<file path="src/rtl/pc_sched_pkg.sv">
// Shared types for the PC sequencing controller: FSM state codes, redirect
// source encoding (numeric order equals priority) and the default address width.
package pc_sched_pkg;

   localparam int REG_SIZE = 32;

   typedef logic [0:0] state_t;
   localparam logic [0:0] ST_RUN  = 1'b0;
   localparam logic [0:0] ST_HALT = 1'b1;

   // Ordered so that a larger code always wins arbitration.
   typedef enum logic [1:0] {
      SRC_NONE = 2'd0,
      SRC_JUMP = 2'd1,
      SRC_BR   = 2'd2,
      SRC_EXC  = 2'd3
   } src_t;

   function automatic logic src_kills_id(input src_t s);
      return (s >= SRC_BR);
   endfunction

endpackage

</file>
<file path="src/rtl/pc_sched_if.sv">
// Request/response bundle between IF/ID/EX control and the PC scheduler.
// The perf counter signals exist only when PC_SCHED_PERF_EN is defined.
interface pc_sched_if import pc_sched_pkg::*; #(
   parameter int ADDR_W = REG_SIZE,
   parameter int CNT_W  = 16
);
   // Handshake: imem_ready is the fetch "ready"; pc_enable is the fetch "valid"
   // and only rises when imem_ready=1, so a fetch/redirect completes exactly in
   // cycles with pc_enable=1. A redirect not taken stays pending until then.
   logic              imem_ready;
   logic              hazard_stall;
   logic              jump_req;
   logic [ADDR_W-1:0] jump_addr;
   logic              br_req;
   logic [ADDR_W-1:0] br_addr;
   logic              exc_req;
   logic [ADDR_W-1:0] exc_vec;
   logic              halt_req;
   logic              resume;
   logic              pc_enable;
   logic              branch_true;
   logic [ADDR_W-1:0] new_addr;
   logic              flush_if;
   logic              flush_id;
   logic              halted;
   state_t            sched_state;
`ifdef PC_SCHED_PERF_EN
   logic [CNT_W-1:0]  redirect_cnt;
   logic [CNT_W-1:0]  stall_cnt;

   modport master (
      output imem_ready, hazard_stall, jump_req, jump_addr, br_req, br_addr,
             exc_req, exc_vec, halt_req, resume,
      input  pc_enable, branch_true, new_addr, flush_if, flush_id, halted,
             sched_state, redirect_cnt, stall_cnt
   );
   modport slave (
      input  imem_ready, hazard_stall, jump_req, jump_addr, br_req, br_addr,
             exc_req, exc_vec, halt_req, resume,
      output pc_enable, branch_true, new_addr, flush_if, flush_id, halted,
             sched_state, redirect_cnt, stall_cnt
   );
`else
   modport master (
      output imem_ready, hazard_stall, jump_req, jump_addr, br_req, br_addr,
             exc_req, exc_vec, halt_req, resume,
      input  pc_enable, branch_true, new_addr, flush_if, flush_id, halted,
             sched_state
   );
   modport slave (
      input  imem_ready, hazard_stall, jump_req, jump_addr, br_req, br_addr,
             exc_req, exc_vec, halt_req, resume,
      output pc_enable, branch_true, new_addr, flush_if, flush_id, halted,
             sched_state
   );
`endif
endinterface

</file>
<file path="src/rtl/pc_sched_redirect_arb.sv">
// Combinational redirect arbiter: picks the highest-priority new request and
// decides whether it displaces the pending redirect.
module pc_sched_redirect_arb import pc_sched_pkg::*; #(
   parameter int ADDR_W = REG_SIZE
) (
   input  logic              jump_req,
   input  logic [ADDR_W-1:0] jump_addr,
   input  logic              br_req,
   input  logic [ADDR_W-1:0] br_addr,
   input  logic              exc_req,
   input  logic [ADDR_W-1:0] exc_vec,
   input  logic              pend_vld,
   input  src_t              pend_src,
   input  logic [ADDR_W-1:0] pend_addr,
   output src_t              win_src,
   output logic              accept,
   output logic              redirect_any,
   output logic [ADDR_W-1:0] sel_addr
);
   logic [ADDR_W-1:0] win_addr;

   always_comb begin
      win_src  = SRC_NONE;
      win_addr = '0;
      if (exc_req) begin
         win_src  = SRC_EXC;
         win_addr = exc_vec;
      end else if (br_req) begin
         win_src  = SRC_BR;
         win_addr = br_addr;
      end else if (jump_req) begin
         win_src  = SRC_JUMP;
         win_addr = jump_addr;
      end
      // Equal priority replaces the pending entry; lower priority is dropped.
      accept       = (win_src != SRC_NONE) && (!pend_vld || (win_src >= pend_src));
      redirect_any = accept || pend_vld;
      sel_addr     = accept ? win_addr : pend_addr;
   end

endmodule

</file>
<file path="src/rtl/pc_sched.sv">
// PC sequencing controller: stall/redirect issue, pending redirect register,
// flush generation and RUN/HALT FSM. Optional counters: PC_SCHED_PERF_EN.
module pc_sched import pc_sched_pkg::*; #(
   parameter int ADDR_W = REG_SIZE,
   parameter int CNT_W  = 16
) (
   input logic       clk,
   input logic       rst,
   pc_sched_if.slave bus
);
   state_t            state, state_nxt;
   logic              pend_vld;
   src_t              pend_src;
   logic [ADDR_W-1:0] pend_addr;
   src_t              win_src;
   logic              accept, redirect_any, issue;
   logic [ADDR_W-1:0] sel_addr;
   logic              pc_enable, branch_true, in_halt;

   pc_sched_redirect_arb #(.ADDR_W(ADDR_W)) u_arb (
      .jump_req     (bus.jump_req),
      .jump_addr    (bus.jump_addr),
      .br_req       (bus.br_req),
      .br_addr      (bus.br_addr),
      .exc_req      (bus.exc_req),
      .exc_vec      (bus.exc_vec),
      .pend_vld     (pend_vld),
      .pend_src     (pend_src),
      .pend_addr    (pend_addr),
      .win_src      (win_src),
      .accept       (accept),
      .redirect_any (redirect_any),
      .sel_addr     (sel_addr)
   );

   always_comb begin
      in_halt   = (state == ST_HALT);
      state_nxt = state;
      // Only an exception may fetch out of HALT; redirects bypass hazard stalls.
      if (in_halt) issue = bus.imem_ready & bus.exc_req;
      else         issue = bus.imem_ready & (redirect_any | ~bus.hazard_stall);
      pc_enable   = rst & issue;
      branch_true = pc_enable & redirect_any;
      if (in_halt) begin
         if (bus.exc_req || bus.resume) state_nxt = ST_RUN;
      end else if (bus.halt_req && !redirect_any) begin
         state_nxt = ST_HALT;
      end
   end

   assign bus.pc_enable   = pc_enable;
   assign bus.branch_true = branch_true;
   assign bus.new_addr    = branch_true ? sel_addr : '0;
   assign bus.flush_if    = rst & accept;
   assign bus.flush_id    = rst & accept & src_kills_id(win_src);
   assign bus.halted      = rst & in_halt & ~bus.exc_req;
   assign bus.sched_state = state;

   always_ff @(posedge clk or negedge rst) begin
      if (!rst) begin
         state     <= ST_RUN;
         pend_vld  <= 1'b0;
         pend_src  <= SRC_NONE;
         pend_addr <= '0;
      end else begin
         state <= state_nxt;
         if (branch_true) begin
            pend_vld <= 1'b0;
            pend_src <= SRC_NONE;
         end else if (accept) begin
            pend_vld  <= 1'b1;
            pend_src  <= win_src;
            pend_addr <= sel_addr;
         end
      end
   end

`ifdef PC_SCHED_PERF_EN
   logic [CNT_W-1:0] redirect_cnt, stall_cnt;

   // Both counters stick at all-ones instead of wrapping.
   always_ff @(posedge clk or negedge rst) begin
      if (!rst) begin
         redirect_cnt <= '0;
         stall_cnt    <= '0;
      end else begin
         if (branch_true && (redirect_cnt != '1))
            redirect_cnt <= redirect_cnt + 1'b1;
         if (!pc_enable && (state == ST_RUN) && (stall_cnt != '1))
            stall_cnt <= stall_cnt + 1'b1;
      end
   end

   assign bus.redirect_cnt = redirect_cnt;
   assign bus.stall_cnt    = stall_cnt;
`endif

endmodule

</file>
<file path="src/flat_wrapper.sv">
// flat-port wrapper written by rule: the top's interface ports become plain ports
module pc_sched_flat import pc_sched_pkg::*;
#(
   parameter int ADDR_W = REG_SIZE,
   parameter int CNT_W  = 16
)
  (clk, rst, bus_imem_ready, bus_hazard_stall, bus_jump_req, bus_jump_addr, bus_br_req, bus_br_addr, bus_exc_req, bus_exc_vec, bus_halt_req, bus_resume, bus_pc_enable, bus_branch_true, bus_new_addr, bus_flush_if, bus_flush_id, bus_halted, bus_sched_state);
  pc_sched_if #(.ADDR_W(ADDR_W), .CNT_W(CNT_W)) bus_i ();
  input logic clk;
  input logic rst;
  input wire logic [$bits(bus_i.imem_ready)-1:0] bus_imem_ready;
  input wire logic [$bits(bus_i.hazard_stall)-1:0] bus_hazard_stall;
  input wire logic [$bits(bus_i.jump_req)-1:0] bus_jump_req;
  input wire logic [$bits(bus_i.jump_addr)-1:0] bus_jump_addr;
  input wire logic [$bits(bus_i.br_req)-1:0] bus_br_req;
  input wire logic [$bits(bus_i.br_addr)-1:0] bus_br_addr;
  input wire logic [$bits(bus_i.exc_req)-1:0] bus_exc_req;
  input wire logic [$bits(bus_i.exc_vec)-1:0] bus_exc_vec;
  input wire logic [$bits(bus_i.halt_req)-1:0] bus_halt_req;
  input wire logic [$bits(bus_i.resume)-1:0] bus_resume;
  output wire logic [$bits(bus_i.pc_enable)-1:0] bus_pc_enable;
  output wire logic [$bits(bus_i.branch_true)-1:0] bus_branch_true;
  output wire logic [$bits(bus_i.new_addr)-1:0] bus_new_addr;
  output wire logic [$bits(bus_i.flush_if)-1:0] bus_flush_if;
  output wire logic [$bits(bus_i.flush_id)-1:0] bus_flush_id;
  output wire logic [$bits(bus_i.halted)-1:0] bus_halted;
  output wire logic [$bits(bus_i.sched_state)-1:0] bus_sched_state;
  assign bus_i.imem_ready = bus_imem_ready;
  assign bus_i.hazard_stall = bus_hazard_stall;
  assign bus_i.jump_req = bus_jump_req;
  assign bus_i.jump_addr = bus_jump_addr;
  assign bus_i.br_req = bus_br_req;
  assign bus_i.br_addr = bus_br_addr;
  assign bus_i.exc_req = bus_exc_req;
  assign bus_i.exc_vec = bus_exc_vec;
  assign bus_i.halt_req = bus_halt_req;
  assign bus_i.resume = bus_resume;
  assign bus_pc_enable = bus_i.pc_enable;
  assign bus_branch_true = bus_i.branch_true;
  assign bus_new_addr = bus_i.new_addr;
  assign bus_flush_if = bus_i.flush_if;
  assign bus_flush_id = bus_i.flush_id;
  assign bus_halted = bus_i.halted;
  assign bus_sched_state = bus_i.sched_state;
  pc_sched #(.ADDR_W(ADDR_W), .CNT_W(CNT_W)) u_core (.clk(clk), .rst(rst), .bus(bus_i));
endmodule
</file>
<file path="config.mk">
export PLATFORM = sky130hd
export DESIGN_NAME = pc_sched_flat
export DESIGN_NICKNAME = d
export VERILOG_FILES = /design/src/rtl/pc_sched_pkg.sv /design/src/rtl/pc_sched_if.sv /design/src/rtl/pc_sched_redirect_arb.sv /design/src/rtl/pc_sched.sv /design/src/flat_wrapper.sv
export SDC_FILE = /design/constraint.sdc
export NUM_CORES = 1
export LEC_CHECK = 0
export ABC_AREA = 0
export CAP_MARGIN = 10
export CORE_ASPECT_RATIO = 2
export CORE_UTILIZATION = 43
export DETAILED_ROUTE_END_ITERATION = 8
export PLACE_DENSITY = 0.83
export SETUP_SLACK_MARGIN = 0.5
export SYNTH_ARGS = -nofsm -noshare
export SYNTH_HDL_FRONTEND = slang
export SYNTH_SLANG_ARGS = --single-unit
export TNS_END_PERCENT = 1
</file>
<file path="constraint.sdc">
create_clock -name clk -period 4.5 [get_ports clk]
set_input_delay 0.9 -clock clk [delete_from_list [all_inputs] [get_ports clk]]
set_output_delay 0.9 -clock clk [all_outputs]
set_load 0.05 [all_outputs]
</file>
# Word level (Yosys, flattened, before mapping)
# Cells that the tools add are included.
# word_totals
ff_bits	36
input_bits	105
out_inout_bits	38
elab_cells	44
# op_classes
order_cmp	2
muxes	16
bitwise_logic	12
n_reduce_logical	10
# ops
operator	count
$mux 32	5
$and 1x1->1	8
$mux 2	4
$mux 1	7
$reduce_bool 2->1	2
$logic_or 1x1->1	3
$not 1->1	3
$ge 2x2->1	1
$ge 2x2->1 const B	1
$logic_and 1x1->1	2
$logic_not 1->1	2
$reduce_and 2->1	1
$or 1x1->1	1

# Longest topological paths before layout
# Gate-level depths: netlist of run 1.
# logic_depth
word_depth	14
mapped_depth	10
mapped_depth_nobuf	7

# Modules after synthesis
# A second synthesis of run 1 with hierarchy kept.
# hier_totals
cells_unflattened	284
hier_area_um2	2895.3
# modules_own_cells
module	n_inst	cells_each	area_each_um2	seq_area_each_um2
pc_sched	1	125	1639.1	900.9
pc_sched_redirect_arb	1	159	1256.2	0.0

# Worst setup path after synthesis of run 1
# OpenSTA, ideal clock, no wires.
# synth_timing
path_kind	input -> output
startpoint	input port bus_br_req
endpoint	output port bus_new_addr[0]
arrival_ps	2865
required_time_ps	3600
slack_ps	735
cell_stages	9
path_buffers	3
path_cell_list	buf_6 or2_1 buf_6 ha_1 or2b_1 a21oi_2 a21o_2 buf_4 a32o_1
# synth_via
elab_chain_len	12
elab_cells_between_ends	16
# synth_rtl
element	line	text
start: declaration	flat_wrapper.sv:15	input wire logic [$bits(bus_i.br_req)-1:0] bus_br_req;
$mux 2	pc_sched_redirect_arb.sv:28	end else if (br_req) begin
$mux 2	pc_sched_redirect_arb.sv:25	if (exc_req) begin
$ge 2x2->1	pc_sched_redirect_arb.sv:36	accept = (win_src != SRC_NONE) && (!pend_vld || (win_src >= pend_src));
$logic_or 1x1->1	pc_sched_redirect_arb.sv:36	
$logic_and 1x1->1	pc_sched_redirect_arb.sv:36	
$logic_or 1x1->1	pc_sched_redirect_arb.sv:37	redirect_any = accept || pend_vld;
$or 1x1->1	pc_sched.sv:41	else issue = bus.imem_ready & (redirect_any | ~bus.hazard_stall);
$and 1x1->1	pc_sched.sv:41	
$mux 1	pc_sched.sv:40	if (in_halt) issue = bus.imem_ready & bus.exc_req;
$and 1x1->1	pc_sched.sv:42	pc_enable = rst & issue;
$and 1x1->1	pc_sched.sv:43	branch_true = pc_enable & redirect_any;
$mux 32 *	pc_sched.sv:53	assign bus.new_addr = branch_true ? sel_addr : '0;
end: declaration	flat_wrapper.sv:23	output wire logic [$bits(bus_i.new_addr)-1:0] bus_new_addr;
# Mark *: on every way between the ends. The rest lies on a longest branch, timed or not.

# Final worst setup path of run 1
# layout_timing
startpoint	input port bus_br_req
endpoint	output port bus_new_addr[12]
# The elaborated chain is that of the path after synthesis.

==> results of run 1 <==
## how the worst min path moves through the flow
stage / endpoint / cells after the start
after floorplan: u_core.pend_src[1]$_DFFE_PN0P_ / 2
after global placement: u_core.pend_addr[5]$_DFFE_PN0P_ / 1
after detailed placement: u_core.pend_addr[20]$_DFFE_PN0P_ / 1
after CTS: u_core.pend_addr[19]$_DFFE_PN0P_ / 1
after global routing: u_core.pend_addr[16]$_DFFE_PN0P_ / 1
final: u_core.pend_addr[19]$_DFFE_PN0P_ / 1
## layer usage
metal | wire length [µm] | up-vias | part of all wire (%)
met5 | 0 | - | 0
met4 | 412 | 0 | 4.5
met3 | 392 | 28 | 4.3
met2 | 5030 | 106 | 55
met1 | 3280 | 1349 | 36
li1 | - | 1288 | -
## cells in the mapped netlist, types with 2 or more instances
cell	n	area share [%]
nand2b_1	2	0.47
buf_4	3	0.85
a21oi_1	32	6.0
clkbuf_1	12	1.7
nor2b_1	2	0.47
o22ai_1	2	0.47
buf_1	2	0.28
a32o_1	32	12
a221oi_1	32	11
dfrtp_1	36	34
buf_6	5	2.1
ha_1	2	0.94
mux2_4	30	17
buf_2	6	1.1
mux2_2	2	0.85
inv_1	34	4.8
nor2_1	5	0.71
nor3_1	3	0.56
and2_1	2	0.47
o21ai_0	2	0.38
nand2_1	4	0.56
## logic make-up (layout without fill, tap and decap cells)
group	Yosys count	count (layout)	share of synthesized area (%)
simple gates	26	26	5.88
mux	32	32	17.8
buf+inv	62	203	10.9
fa+ha+maj	2	2	0.941
compound gates	104	104	30.7
flops	36	36	33.9
## stage by stage
| stage | power (mW) | cell area, µm² | utilization (%) |
|---|---|---|---|
| floorplan | 1.08 | 2660 | - |
| global placement | 1.46 | 4440 | 73.9 |
| detailed placement | 1.49 | 4440 | 73.9 |
| CTS | 1.95 | 4670 | 77.8 |
| global route | 2.02 | 4670 | 77.8 |
| finish | 1.95 | 4670 | 77.8 |
## critical path: stages
cell,delay [ns]
clkdlybuf4s50_1,0.50
or2_1,0.28
ha_1,0.20
or2b_1,0.26
a21oi_4,0.19
a21o_4,0.15
buf_12,0.16
a32o_1,0.24
buf_12,0.15
## layout make-up
class                           instances  share of cell area (%)
Clock buffer                            7                    3.27
Clock inverter                          1                   0.642
Inverter                               34                    2.73
Multi-Input combinational cell        164                    31.9
Sequential cell                        36                    19.3
Tap cell                               63                    1.69
Timing Repair Buffer                  161                    40.5
## registers in the layout, summed over array words and instances (netlist names)
| register | count |
|---|---|
| u_core.pend_addr | 32 |
| u_core.pend_src | 2 |
| u_core.bus.sched_state | 1 |
| u_core.pend_vld | 1 |
## power by group through the flow
| stage | combinational [mW] | sequential (mW) | clock (mW) |
|---|---|---|---|
| floorplan | 0.594 | 0.489 | 0 |
| global placement | 0.957 | 0.504 | 0 |
| detailed placement | 0.976 | 0.509 | 0 |
| CTS | 1.01 | 0.511 | 0.429 |
| global route | 1.06 | 0.523 | 0.440 |
| finish | 1.01 | 0.514 | 0.420 |
## repair_timing
action | in CTS | in global routing
pin swaps | 2 | 0
setup endpoints to repair | 32 | 13
buffers inserted | 5 | 0
hold buffers | 0 | 0
gates resized for setup | 4 | 0
==> flow_summary_export.csv, run 1 <==
group,metric,value,unit
pwr,peakVddDrop,244,µV
pwr,power_frac_comb,52.0,%
critical_path,r2r_end,"u_core.pend_addr[29]$_DFFE_PN0P_",
synth,synth_edf_count,0,
final_layout,antenna_cells,0,
synth,avgSynthCellArea,10.2,µm²
clock_tree,root_buffer,"clkbuf_16",
timing,fin_ws,0.545,ns
timing,rsz0062_at_grt,"true",
grt,grt_pass1_wl,14200,µm
routing,vias,2771,
timing,max_freq,0.253,GHz
hold_path,hold_class,"flop to flop",
placed_design,place_inst,453,
final_layout,drive_gt1_share,25.8,%
critical_path,timing.rr.start,"u_core.bus.sched_state$_DFF_PN0_",
grt,grt.busiest_layer,"met2",
floorplanning,die_y,113,µm
grt,overflow,0,
critical_path,worstPathArrival,3.05,ns
synth,synthArstFlopShare,100,%
synth,synthesis.area,2660,µm²
grt,use_met2,52.4,%
floorplanning,core,6010,µm²
timing,setup_viol,0,
placed_design,gp_congestion,0.854,
run_status,violations,"DRC",
final_layout,stdcell_count,466,
final_layout,syn_to_final_growth,75.7,%
placed_design,dp_hpwl,6560,µm
synth,syn_nets,369,
clock_tree,clkTransAtPathRegs,0.06,ns
synth,synth-seq-cells,36,
synth,yosysUniqueCellTypes,33,
run_status,run_status,"complete, but fails checks",
synth,syn_inst,262,
routing,route.detailed.drc,7,
timing,maxSlewHeadroom,55.6,%
routing,via_per_inst,5.95,
synth,synth_ff_type,"dfrtp_1",
grt,grt_pass1_vias,2973,
routing,wire_per_inst,19.6,µm
floorplanning,ios,143,
pwr,p_int,1.27,mW
pwr,p_sw_share,34.5,%
timing,hold_viol,0,
timing,worst_slew_pin_slew,0.664,ns
synth,ys_warn_count,0,
final_layout,multiInputGateArea,1490,µm²
final_layout,final_common_cell,"clkdlybuf4s50_1",
clock_tree,clk_path_buf_depth,2,
pwr,p_sw,0.671,mW
grt,grt_use_met1,30.2,%
timing,min_period_over_period,87.9,%
critical_path,crit_start,"bus_br_req",
critical_path,startpoint_type,"input port",
clock_tree,htreeDepth,2,
synth,ys_seq_area_share,33.9,%
clock_tree,cts_tree,"built",
grt,gr-usage-met3,3.77,%
timing,tns,0,ns
flow_run,maxCapViolations,0,
grt,grt_antenna_before_repair,0,
routing,ant_nets,0,
placed_design,dpl_worst_slack,0.184,ns
critical_path,rrSetupSlack,2.17,ns
critical_path,rr_worst_depth,6,
timing,fin_skew,0.00122,ns
floorplanning,fp-row-count,40,
critical_path,cp-end-kind,"output port",
floorplanning,initial_utilization,44.3,%
routing,drtIter0Drc,124,
floorplanning,die_x,57.6,µm
grt,grt_max_degree,41,
final_layout,fillCellCount,384,
critical_path,worstPathRequired,3.60,ns
clock_tree,cts_sinks,36,
clock_tree,insertion_delay,0.27,ns
final_layout,mostFrequentLayoutCells,"clkdlybuf4s50_1 (103), dfrtp_1 (36), inv_1 (34), buf_12 (34)",
floorplanning,dieArea,6520,µm²
critical_path,endpoint,"bus_new_addr[12]",
pwr,seqPwrFrac,26.4,%
critical_path,setup.worst_path.class,"input port to output port",
hold_path,hold_start,"u_core.pend_addr[19]$_DFFE_PN0P_",
grt,grt_usage,28.4,%
timing,timing.hold.ws,0.514,ns
pwr,p_clk_share,21.6,%
critical_path,crit_fanout,20,
placed_design,io_buffers,142,
pwr,p_per_area,416,nW/µm²
routing,drt-pass1-iter-count,6,
final_layout,regArea,901,µm²
final_layout,fin_nets,509,
clock_tree,cts_buffers,5,
pwr,p_leak,2.02,nW
timing,period_needed,3.95,ns
timing,slew_violations,0,
routing,wl,9120,µm
Power figures use the tool's default switching activity.
==> inputs of run 2 (changes only) <==
- CTS_CLUSTER_DIAMETER: unset -> 40
==> results of run 2 <==
Final layout, timing and power as in run 1 (identical DEF).
==> inputs of run 3 (changes only) <==
- CORE_UTILIZATION: 43 -> 40
- CTS_CLUSTER_DIAMETER: 40 -> 100
- PLACE_DENSITY: 0.83 -> 0.78
- clock period: 4.5 -> 4.2 ns (I/O delays scaled with it)
==> flow_summary_export.csv, run 3 (synthesized netlist as in run 1, its figures left out) <==
group,metric,value,unit
final_layout,largest_reg_flops,32,
critical_path,crit_fanout,20,
routing,vias,2806,
routing,wire_per_inst,18.6,µm
pwr,p_per_area,440,nW/µm²
routing,ant_nets,0,
final_layout,drive_gt1_share,35.0,%
clock_tree,clk_path_buf_depth,2,
timing,worst_slew_pin_slew,0.566,ns
timing,hold_viol,0,
floorplanning,fp-row-count,41,
final_layout,antenna_cells,0,
routing,via_per_inst,5.68,
placed_design,gp_congestion,0.807,
clock_tree,cts_sinks,36,
floorplanning,initial_utilization,41.8,%
final_layout,reg_top3,"u_core.pend_addr (32), u_core.pend_src (2)",
clock_tree,insertion_delay,0.28,ns
placed_design,placed_cell_area,4450,µm²
floorplanning,die_y,117,µm
routing,wl,9170,µm
timing,rsz0062_at_grt,"false",
hold_path,hold_class,"flop to flop",
timing,fin_skew,0.00380,ns
final_layout,mostFrequentLayoutCells,"clkdlybuf4s50_1 (102), dfrtp_1 (36), buf_12 (35)",
grt,grt_antenna_before_repair,0,
clock_tree,root_buffer,"clkbuf_16",
timing,max_freq,0.278,GHz
timing,setup_viol,0,
final_layout,post-route-util,75.9,%
clock_tree,cts_buffers,5,
final_layout,stdcell_count,494,
flow_run,maxCapViolations,0,
final_layout,final_area,4830,µm²
final_layout,final_common_cell,"clkdlybuf4s50_1",
clock_tree,clkTransAtPathRegs,0.05,ns
routing,drtIter0Drc,96,
placed_design,io_buffers,142,
grt,grt_max_degree,51,
critical_path,worstPathArrival,2.76,ns
final_layout,top_register,"u_core.pend_addr",
clock_tree,cts_tree,"built",
grt,grt_pass1_vias,2916,
floorplanning,die_x,59.7,µm
floorplanning,ios,143,
floorplanning,core,6360,µm²
pwr,p_leak,2.25,nW
placed_design,place_inst,477,
final_layout,syn_to_final_growth,81.5,%
critical_path,path_cells,"buf_4, or2_4, ha_1, or2b_1, a21oi_4, buf_4, buf_12, nor3_4, buf_12, a32o_2, buf_12",
grt,grt_pass1_wl,14200,µm
critical_path,startpoint_type,"input port",
critical_path,crit_top_cell,"buf_12",
timing,tns,0,ns
critical_path,cp_slowest_cell,"or2_4",
final_layout,fin_nets,514,
critical_path,worstPathRequired,3.36,ns
clock_tree,htreeDepth,2,
timing,timing.hold.ws,0.513,ns
routing,drt-pass1-iter-count,4,
placed_design,dpl_worst_slack,-0.0563,ns
placed_design,dp_hpwl,6310,µm
timing,fin_ws,0.598,ns
critical_path,setup.worst_path.class,"input port to output port",
timing,period_needed,3.60,ns
grt,grt_usage,26.9,%
pwr,peakVddDrop,311,µV
grt,overflow,0,
routing,route.detailed.drc,0,
floorplanning,dieArea,7000,µm²
run_status,run_status,"completed",
pwr,finalPower,2.13,mW
critical_path,max_stage_delay,0.28,ns
timing,min_period_over_period,85.8,%
critical_path,cp-end-kind,"output port",
timing,slew_violations,0,
timing,maxSlewHeadroom,62.0,%
[run 3: cell types whose count changed in the layout (fill, tap and decap cells not counted), moves of 2 or more]
cell	delta
buf_4	+2
clkbuf_8	-2
a32o_2	+32
a32o_1	-32
[run 3: what timing repair did]
item	in CTS	in global routing
hold buffers	0	0
setup endpoints to repair	32	32
cloned	2	0
buffers inserted	7	0
pin swaps	17	0
gates resized for setup	45	5
[run 3: worst paths after layout]
path	startpoint	end	slack, ns	depth (start not counted)
max reg2reg	u_core.pend_src[0]$_DFFE_PN0P_	u_core.pend_addr[10]$_DFFE_PN0P_	2.09	8
max in group asynchronous	rst	u_core.pend_src[1]$_DFFE_PN0P_	3.24	2
min	u_core.pend_addr[3]$_DFFE_PN0P_	u_core.pend_addr[3]$_DFFE_PN0P_	0.51	1
min reg2reg	u_core.pend_addr[3]$_DFFE_PN0P_	u_core.pend_addr[3]$_DFFE_PN0P_	0.51	1
min in group asynchronous	rst	u_core.bus.sched_state$_DFF_PN0_	0.62	2
max	bus_exc_req	bus_new_addr[16]	0.60	11
[run 3: layout make-up]
cell class	instances	area, µm²
Timing Repair Buffer	165	1960
Multi-Input combinational cell	165	1560
Fill cell	451	1530
Sequential cell	36	901
Clock buffer	6	129
Inverter	34	128
Tap cell	86	108
Clock inverter	2	35.0
[run 3: metal layers]
layer,vias to the layer above,wire length [µm],global-route usage (%)
met1,1382,3230,27.3
met2,106,5280,51.4
met4,0,222,9.45
met5,-,0,0
met3,16,445,4.30
li1,1302,-,-
[run 3: power breakdown]
group          internal (mW)  total (mW)  switching, mW
clock network          0.279       0.417          0.138
logic                  0.637        1.16          0.524
registers              0.472       0.547         0.0759
[run 3: worst max-delay path: cells and delay by family]
family                   cells  cell delay [ns]
AND/OR/NAND/NOR              3             0.58
adder cells (fa/ha/maj)      1             0.20
buffers and inverters        5             0.73
AO/OA/AOI/OAI                2             0.39
